`src/rtl/freq_meter_pkg.sv`:
```
// Shared types and default parameter values for the frequency/period meter.
package freq_meter_pkg;

   typedef enum logic {
      IDLE = 1'b0,
      GATE = 1'b1
   } state_t;

   localparam int DEF_GATE_CYCLES = 24000000;
   localparam int DEF_CNT_W       = 24;
   localparam int DEF_PER_W       = 32;

endpackage

```
`src/rtl/edge_sync.sv`:
```
// Two-flop synchronizer followed by a rising-edge detector for an asynchronous input.
module edge_sync (
   input  logic clk,
   input  logic rst_n,
   input  logic d,
   output logic rise
);

   logic sync1;
   logic sync2;
   logic sync2_q;

   always_ff @(posedge clk or negedge rst_n) begin
      if (!rst_n) begin
         sync1   <= 1'b0;
         sync2   <= 1'b0;
         sync2_q <= 1'b0;
      end else begin
         sync1   <= d;
         sync2   <= sync1;
         sync2_q <= sync2;
      end
   end

   // One-cycle pulse on the synchronized 0->1 transition.
   assign rise = sync2 & ~sync2_q;

endmodule

```
`src/rtl/freq_meter.sv`:
```
// Gated edge counter (frequency) plus edge-to-edge cycle counter (period) for a slow async signal.
module freq_meter
   import freq_meter_pkg::*;
#(
   parameter int GATE_CYCLES = DEF_GATE_CYCLES,
   parameter int CNT_W       = DEF_CNT_W,
   parameter int PER_W       = DEF_PER_W
) (
   input  logic             clk,
   input  logic             rst_n,
   input  logic             en,
   input  logic             sig_in,
   output logic [CNT_W-1:0] freq,
   output logic             freq_valid,
   output logic             freq_sat,
   output logic             no_signal,
   output logic [PER_W-1:0] period,
   output logic             period_valid
);

   localparam int               GW        = $clog2(GATE_CYCLES);
   localparam logic [GW-1:0]    GATE_LAST = GW'(GATE_CYCLES - 1);
   localparam logic [CNT_W-1:0] CNT_MAX   = '1;
   localparam logic [PER_W-1:0] PER_MAX   = '1;

   state_t           state;
   state_t           state_nxt;
   logic             gate_active;
   logic             gate_end;
   logic             sig_rise;
   logic [GW-1:0]    gate_cnt;
   logic [CNT_W-1:0] edge_cnt;
   logic             win_sat;
   logic [CNT_W-1:0] cnt_final;
   logic             sat_final;
   logic [PER_W-1:0] per_cnt;
   logic             armed;

   edge_sync u_sync (
      .clk   (clk),
      .rst_n (rst_n),
      .d     (sig_in),
      .rise  (sig_rise)
   );

   always_ff @(posedge clk or negedge rst_n) begin
      if (!rst_n) state <= IDLE;
      else        state <= state_nxt;
   end

   always_comb begin
      state_nxt = state;
      case (state)
         IDLE:    if (en)  state_nxt = GATE;
         GATE:    if (!en) state_nxt = IDLE;
         default: state_nxt = IDLE;
      endcase
   end

   // Dropping en while in GATE discards the window immediately, including a would-be latch cycle.
   always_comb begin
      gate_active = (state == GATE) && en;
      gate_end    = gate_active && (gate_cnt == GATE_LAST);
   end

   always_ff @(posedge clk or negedge rst_n) begin
      if (!rst_n)                        gate_cnt <= '0;
      else if (!gate_active || gate_end) gate_cnt <= '0;
      else                               gate_cnt <= gate_cnt + 1'b1;
   end

   // Count as it would stand after this cycle, so an edge on the latch cycle is included.
   assign cnt_final = (sig_rise && (edge_cnt != CNT_MAX)) ? edge_cnt + 1'b1 : edge_cnt;
   assign sat_final = win_sat | (sig_rise & (edge_cnt == CNT_MAX));

   always_ff @(posedge clk or negedge rst_n) begin
      if (!rst_n) begin
         edge_cnt <= '0;
         win_sat  <= 1'b0;
      end else if (!gate_active || gate_end) begin
         edge_cnt <= '0;
         win_sat  <= 1'b0;
      end else begin
         edge_cnt <= cnt_final;
         win_sat  <= sat_final;
      end
   end

   always_ff @(posedge clk or negedge rst_n) begin
      if (!rst_n) begin
         freq       <= '0;
         freq_valid <= 1'b0;
         freq_sat   <= 1'b0;
         no_signal  <= 1'b0;
      end else begin
         freq_valid <= gate_end;
         if (gate_end) begin
            freq      <= cnt_final;
            freq_sat  <= sat_final;
            no_signal <= (cnt_final == '0);
         end
      end
   end

   // First edge only arms; a saturated interval is dropped but still restarts the count.
   always_ff @(posedge clk or negedge rst_n) begin
      if (!rst_n) begin
         per_cnt      <= '0;
         armed        <= 1'b0;
         period       <= '0;
         period_valid <= 1'b0;
      end else begin
         period_valid <= 1'b0;
         if (!gate_active) begin
            per_cnt <= '0;
            armed   <= 1'b0;
         end else if (sig_rise) begin
            per_cnt <= PER_W'(1);
            armed   <= 1'b1;
            if (armed && (per_cnt != PER_MAX)) begin
               period       <= per_cnt;
               period_valid <= 1'b1;
            end
         end else if (per_cnt != PER_MAX) begin
            per_cnt <= per_cnt + 1'b1;
         end
      end
   end

endmodule

```
`config.mk`:
```
export PLATFORM = sky130hd
export DESIGN_NAME = freq_meter
export DESIGN_NICKNAME = d
export VERILOG_FILES = /design/src/rtl/freq_meter_pkg.sv /design/src/rtl/edge_sync.sv /design/src/rtl/freq_meter.sv
export SDC_FILE = /design/constraint.sdc
export NUM_CORES = 1
export LEC_CHECK = 0
export ABC_CLOCK_PERIOD_IN_PS = 3200
export BUFFER_PORTS_ARGS = -buffer_cell sky130_fd_sc_hd__clkbuf_2
export CORE_AREA = 2 2 134 136
export CTS_BUF_LIST = sky130_fd_sc_hd__clkbuf_16
export CTS_CLUSTER_SIZE = 25
export DETAILED_ROUTE_END_ITERATION = 10
export DIE_AREA = 0 0 136 138
export GPL_TIMING_DRIVEN = 0
export MAX_ROUTING_LAYER = met4
export PLACE_DENSITY = 0.61
export SKIP_LAST_GASP = 1
export SYNTH_ARGS = -nofsm -noshare
export SYNTH_HDL_FRONTEND = slang
export SYNTH_SLANG_ARGS = --single-unit
```
`constraint.sdc`:
```
create_clock -name clk -period 3.2 [get_ports clk]
set_input_delay 0.16 -clock clk [delete_from_list [all_inputs] [get_ports clk]]
set_output_delay 0.16 -clock clk [all_outputs]
set_load 0.05 [all_outputs]
```
==> impl_metrics.json, run 1 <==
{
  "status": "finished clean",
  "core_region_area_um2": 17500,
  "syn_area_per_cell_um2": 10.6,
  "rsz0062_at_grt": "no",
  "dp_cells": 940,
  "avgRoutedWirePerCell_um": 15.2,
  "fmax_ghz": 0.339,
  "yosysUniqueCellTypes": 56,
  "clkLatencyLatePin_ns": 0.43,
  "grt_antenna_before_repair": 0,
  "synthTopCellsByArea": "dfrtp_1 (54%), nor2_1 (5.4%), xor2_1 (4.5%), nand2_1 (4.1%), xnor2_1 (3.6%)",
  "overflow": 0,
  "clk_pin_slew_ns": 0.06,
  "clkPwrFrac": 0.495,
  "gp_congestion": 0.874,
  "cts_sinks": 147,
  "cp.depth": 9,
  "slew_violations": 0,
  "dpl-instance-area_um2": 7470,
  "fin_area_um2": 8070,
  "post_cts_resized": 0,
  "stdcell_count": 975,
  "yosysTopAreaCellShare": 0.539,
  "layout_setup_ws_ns": 0.247,
  "start_util": 0.389,
  "dr.pass1.iters": 4,
  "viasPerCell": 5.08,
  "port_buffers": 63,
  "setup_viol": 0,
  "h-tree-depth": 4,
  "p_leak_nw": 3.63,
  "syn_to_final_growth_pct": 18.1,
  "critPathMaxFanout": 7,
  "finalNetCount": 740,
  "synth_edf_count": 0,
  "cp_top_family": "simple AND/OR/NAND/NOR gates",
  "route.detailed.drc": 0,
  "grt_max_degree": 85,
  "cp_cell_sequence": "ha_1 > nand3_1 > or4_1 > buf_6 > o21ai_2 > mux2_2 > and4bb_1 > o2111ai_1 > o31ai_2",
  "ys_ff_latch": 147,
  "power.share.switching": 0.222,
  "final.setup.tns_ns": 0,
  "cap_violations": 0,
  "worstMarginPinSlew_ns": 0.772,
  "finalHoldViolCount": 0,
  "synthArstFlopShare": 1.00,
  "place_ws_ns": 0.311,
  "first_iter_violations": 302,
  "clk_path_buf_depth": 2,
  "yosysMostFrequentCell": "dfrtp_1",
  "die_y_um": 138,
  "rows": 49,
  "reg2regPathDepth": 9,
  "fillers": 1654,
  "track_usage": 0.173,
  "crit_type": "flip-flop to flip-flop",
  "critPathArrivalTime_ns": 3.28,
  "grt_pass1_wl_um": 25000,
  "synth_top_area_cell": "dfrtp_1",
  "finalCritPeriodShare": 0.923,
  "switching_power_uw": 864,
  "power_mw": 3.89,
  "synth_common_cells": "dfrtp_1 (147), nor2_1 (99), nand2_1 (74)",
  "synth_fp_nets": 654,
  "synth_area_um2": 6830,
  "cts_inserted_buffers": 17,
  "cts_root_buf": "clkbuf_16",
  "postSynthCellCount": 647,
  "cp.required_ns": 3.53,
  "powerDensity_nw_per_um2": 482,
  "max_stage_delay_ns": 0.54,
  "antenna_cells": 0,
  "fin_skew_ns": 0.00936,
  "hp-class": "input pin to asynchronous set/reset pin",
  "drt_wl_total_um": 14900,
  "irDropWorstVdd_mv": 0.387,
  "worstSetupEndpointType": "flip-flop",
  "die_w_um": 136,
  "yosys_warnings": 0,
  "top_level_ports": 64,
  "dpl.hpwl_um": 10400,
  "crit_slowest_cell": "or4_1",
  "seq_area_um2": 3680,
  "postCtsSetupBuffers": 0,
  "critical_path_buf_inv_count": 1,
  "ys.flop_type": "dfrtp_1",
  "p_int_mw": 3.02,
  "drive_above_1_share": 0.190,
  "combPwrFrac": 0.023,
  "die_area_um2": 18800,
  "cts_tree": "built",
  "ys_seq_area_frac": 0.539,
  "p_seq_frac": 0.482,
  "min_period_ns": 2.95,
  "setup.worst_path.start_class": "flip-flop",
  "relSlewSlack": 0.484,
  "multi_input_area_um2": 2960,
  "ant_nets": 0,
  "vias": 4955,
  "grt_pass1_vias": 5044
}
## worst reg2reg max path, cell delays in order (launching register included)
cell	delay (ns)
dfrtp_1	0.43
ha_1	0.20
nand3_1	0.20
or4_1	0.54
buf_6	0.16
o21ai_2	0.27
mux2_2	0.37
and4bb_1	0.27
o2111ai_1	0.18
o31ai_2	0.23
## power groups by stage
stage,Clock [mW],Sequential [mW],Combinational [mW]
after floorplan,0,1.91,0.0301
after detailed placement,0,1.91,0.0919
after global routing,2.06,1.87,0.104
final,1.92,1.87,0.0912
after global placement,0,1.91,0.0841
after CTS,1.97,1.87,0.0951
## layout by cell type (no fill, tap or decap), types with 3 or more instances in the layout
cell type        n
dfrtp_1        147
nor2_1          99
nand2_1         74
clkbuf_2        64
o21ai_0         37
xor2_1          35
xnor2_1         28
nand4_1         19
nand3_1         18
and3_1          17
clkbuf_16       17
mux2_1          15
clkbuf_1        13
nor3_1          11
a21oi_1         11
inv_1           10
and2_1          10
or3_1           10
mux2_2           9
mux2_4           9
and4_1           8
mux2i_1          7
buf_6            7
nor4_1           5
clkinvlp_4       4
clkinv_2         4
or2_2            3
ha_1             3
clkinv_4         3
dlygate4sd3_1    3
## metrics by stage
stage | hold WS [ns] | utilization
2_1_floorplan | -0.136 | -
3_5_place_dp | 0.182 | 0.426
4_1_cts | 0.292 | 0.460
5_1_grt | 0.298 | 0.460
3_3_place_gp | 0.270 | 0.424
6_report | 0.270 | 0.460
## logic make-up (layout without fill, tap and decap cells)
| family | Yosys count | after routing | synth area share |
|---|---|---|---|
| simple gates | 292 | 292 | 0.211 |
| flops | 147 | 147 | 0.539 |
| compound gates | 65 | 65 | 0.0616 |
| xor+xnor | 65 | 65 | 0.0856 |
| mux | 40 | 40 | 0.0696 |
| buf+inv | 35 | 134 | 0.0277 |
| fa+ha+maj | 3 | 3 | 0.00550 |
## layout make-up
| cell class | instances | area share |
|---|---|---|
| sequential | 147 | 0.456 |
| multi-input combinational | 465 | 0.367 |
| clock buffer | 17 | 0.0527 |
| timing repair buffer | 67 | 0.0473 |
| tap | 229 | 0.0355 |
| buffer | 26 | 0.0192 |
| clock inverter | 15 | 0.0178 |
| inverter | 9 | 0.00419 |
## path summary, 6_finish.rpt
kind / startpoint / end / slack, ns
max: edge_cnt[0] / no_signal / 0.25
min: rst_n / per_cnt[24] / 0.27
max reg2reg: edge_cnt[0] / no_signal / 0.25
min reg2reg: u_sync.sync1 / u_sync.sync2 / 0.36
max in group asynchronous: rst_n / edge_cnt[6] / 2.12
min in group clk: u_sync.sync1 / u_sync.sync2 / 0.36
## sequential cells by signal (all words and copies together) (netlist names)
signal / cells
edge_cnt: 24
no_signal: 1
freq_valid: 1
u_sync.sync2_q: 1
freq: 24
win_sat: 1
period_valid: 1
u_sync.sync1: 1
per_cnt: 32
freq_sat: 1
armed: 1
period: 32
u_sync.sync2: 1
gate_cnt: 25
state: 1
## per-layer routing
layer | up-vias | part of all wire | GRT usage
li1 | 2399 | - | -
met1 | 2450 | 0.46 | 0.221
met2 | 88 | 0.49 | 0.267
met3 | 18 | 0.038 | 0.0458
met4 | 0 | 0.018 | 0.0609
met5 | - | 0 | -
## repair_timing
| item | in CTS | in global routing |
|---|---|---|
| endpoints found under the setup margin | 0 | 0 |
| endpoints found under the hold margin | 65 | 0 |
| hold buffers | 3 | 0 |
No activity file was read; power rests on OpenSTA's default activity.
==> run 2, diff against run 1 <==
ABC_CLOCK_PERIOD_IN_PS = 2950   (was 3200)
clock period = 2.95 ns   (was 3.2 ns; I/O delays follow)
==> impl_metrics.json, run 2 (synthesis gave the netlist of run 1 again) <==
{
  "final_common_cell": "dfrtp_1",
  "seq_area_um2": 3680,
  "first_iter_violations": 300,
  "combPwrFrac": 0.024,
  "syn_to_final_growth_pct": 18.3,
  "power_mw": 4.22,
  "finalNetCount": 740,
  "clk_pin_slew_ns": 0.06,
  "grt_pass1_wl_um": 25000,
  "fillers": 1654,
  "dp_cells": 940,
  "die_area_um2": 18800,
  "reg2regPathDepth": 9,
  "layout_setup_ws_ns": 0.114,
  "cts_tree": "built",
  "drt_wl_total_um": 14900,
  "grt_pass1_vias": 5044,
  "r2r_slack_ns": 0.11,
  "min_period_ns": 2.84,
  "start_util": 0.389,
  "powerDensity_nw_per_um2": 522,
  "route.detailed.drc": 0,
  "irDropWorstVdd_mv": 0.410,
  "core_region_area_um2": 17500,
  "place_ws_ns": 0.0607,
  "cts_sinks": 147,
  "slew_violations": 0,
  "r2r-end": "no_signal",
  "r2r_start": "edge_cnt[0]",
  "die_w_um": 136,
  "critPathLaunch": "edge_cnt[0]",
  "port_buffers": 63,
  "cts_inserted_buffers": 17,
  "final.setup.tns_ns": 0,
  "crit_type": "flip-flop to flip-flop",
  "die_y_um": 138,
  "status": "finished clean",
  "critPathArrivalTime_ns": 3.17,
  "postCtsSetupBuffers": 0,
  "grt_max_degree": 85,
  "finalCritPeriodShare": 0.961,
  "final_cell_mix": "dfrtp_1 (147), nor2_1 (99), nand2_1 (74)",
  "worstMarginPinSlew_ns": 0.777,
  "clkLatencyLatePin_ns": 0.43,
  "track_usage": 0.173,
  "overflow": 0,
  "switching_power_uw": 937,
  "stdcell_count": 975,
  "multi_input_area_um2": 2970,
  "setup_viol": 0,
  "avgRoutedWirePerCell_um": 15.3,
  "worstSetupEndpointType": "flip-flop",
  "antenna_cells": 0,
  "finalHoldViolCount": 0,
  "p_int_mw": 3.28,
  "clk_path_buf_depth": 2,
  "top_level_ports": 64,
  "cp.required_ns": 3.28,
  "vias": 4952,
  "viasPerCell": 5.08,
  "gp_congestion": 0.874,
  "largestRegisters": "per_cnt (32), period (32), gate_cnt (25)",
  "setup.worst_path.start_class": "flip-flop",
  "h-tree-depth": 4,
  "dpl.hpwl_um": 10400,
  "rsz0062_at_grt": "no",
  "relSlewSlack": 0.481,
  "grt_antenna_before_repair": 0,
  "p_leak_nw": 3.63,
  "fin_skew_ns": 0.0141,
  "ant_nets": 0,
  "cap_violations": 0,
  "critPathMaxFanout": 7,
  "cts_root_buf": "clkbuf_16",
  "clkPwrFrac": 0.495,
  "p_seq_frac": 0.481,
  "critPathCapture": "no_signal",
  "hp-class": "input pin to asynchronous set/reset pin",
  "drive_above_1_share": 0.192,
  "fmax_ghz": 0.353,
  "power.share.switching": 0.222,
  "rows": 49,
  "dr.pass1.iters": 5
}
[run 2: worst max-delay path: stages (launching register included)]
cell and delay [ns]:
dfrtp_1 0.43, ha_1 0.22, nand3_2 0.15, or4_1 0.51
buf_6 0.17, o21ai_4 0.22, mux2_2 0.35, and4bb_1 0.28
o2111ai_1 0.19, o31ai_2 0.23
[run 2: worst min path at each step]
stage / start / to
5_1_grt: rst_n / per_cnt[24]
6_report: rst_n / per_cnt[24]
3_3_place_gp: sig_in / u_sync.sync1
3_5_place_dp: rst_n / per_cnt[24]
2_1_floorplan: rst_n / armed
4_1_cts: rst_n / per_cnt[24]
[run 2: power groups by stage]
| stage | clock, mW | sequential (mW) | combinational, mW |
|---|---|---|---|
| after floorplan | 0 | 2.07 | 0.0326 |
| after global placement | 0 | 2.07 | 0.0912 |
| after detailed placement | 0 | 2.07 | 0.0996 |
| after CTS | 2.13 | 2.03 | 0.103 |
| after global routing | 2.24 | 2.03 | 0.114 |
| final | 2.09 | 2.03 | 0.0993 |
[run 2: per-stage QoR]
step,area (µm²),utilization,hold slack (ns)
after global placement,7430,0.424,0.257
after detailed placement,7470,0.426,0.170
final,8080,0.461,0.265
after CTS,8070,0.460,0.280
after floorplan,6830,-,-0.148
after global routing,8080,0.461,0.286
[run 2: area by class of cell]
| class | instances | area share |
|---|---|---|
| clock inverter | 15 | 0.0178 |
| timing repair buffer | 67 | 0.0472 |
| inverter | 9 | 0.00418 |
| multi-input combinational | 465 | 0.368 |
| buffer | 26 | 0.0192 |
| sequential | 147 | 0.455 |
| tap | 229 | 0.0355 |
| clock buffer | 17 | 0.0527 |
[run 2: per-layer routing]
metal  share of wire  vias up  GRT usage
li1                -     2395          -
met1            0.46     2453      0.221
met2            0.49       94      0.267
met3           0.038       10     0.0458
met4           0.011        0     0.0609
met5               0        -          -
[run 2: repair_timing]
item / in CTS / in global routing
hold buffers: 3 / 0
gates resized for setup: 0 / 2
hold endpoints to repair: 65 / 0
setup endpoints to repair: 0 / 1
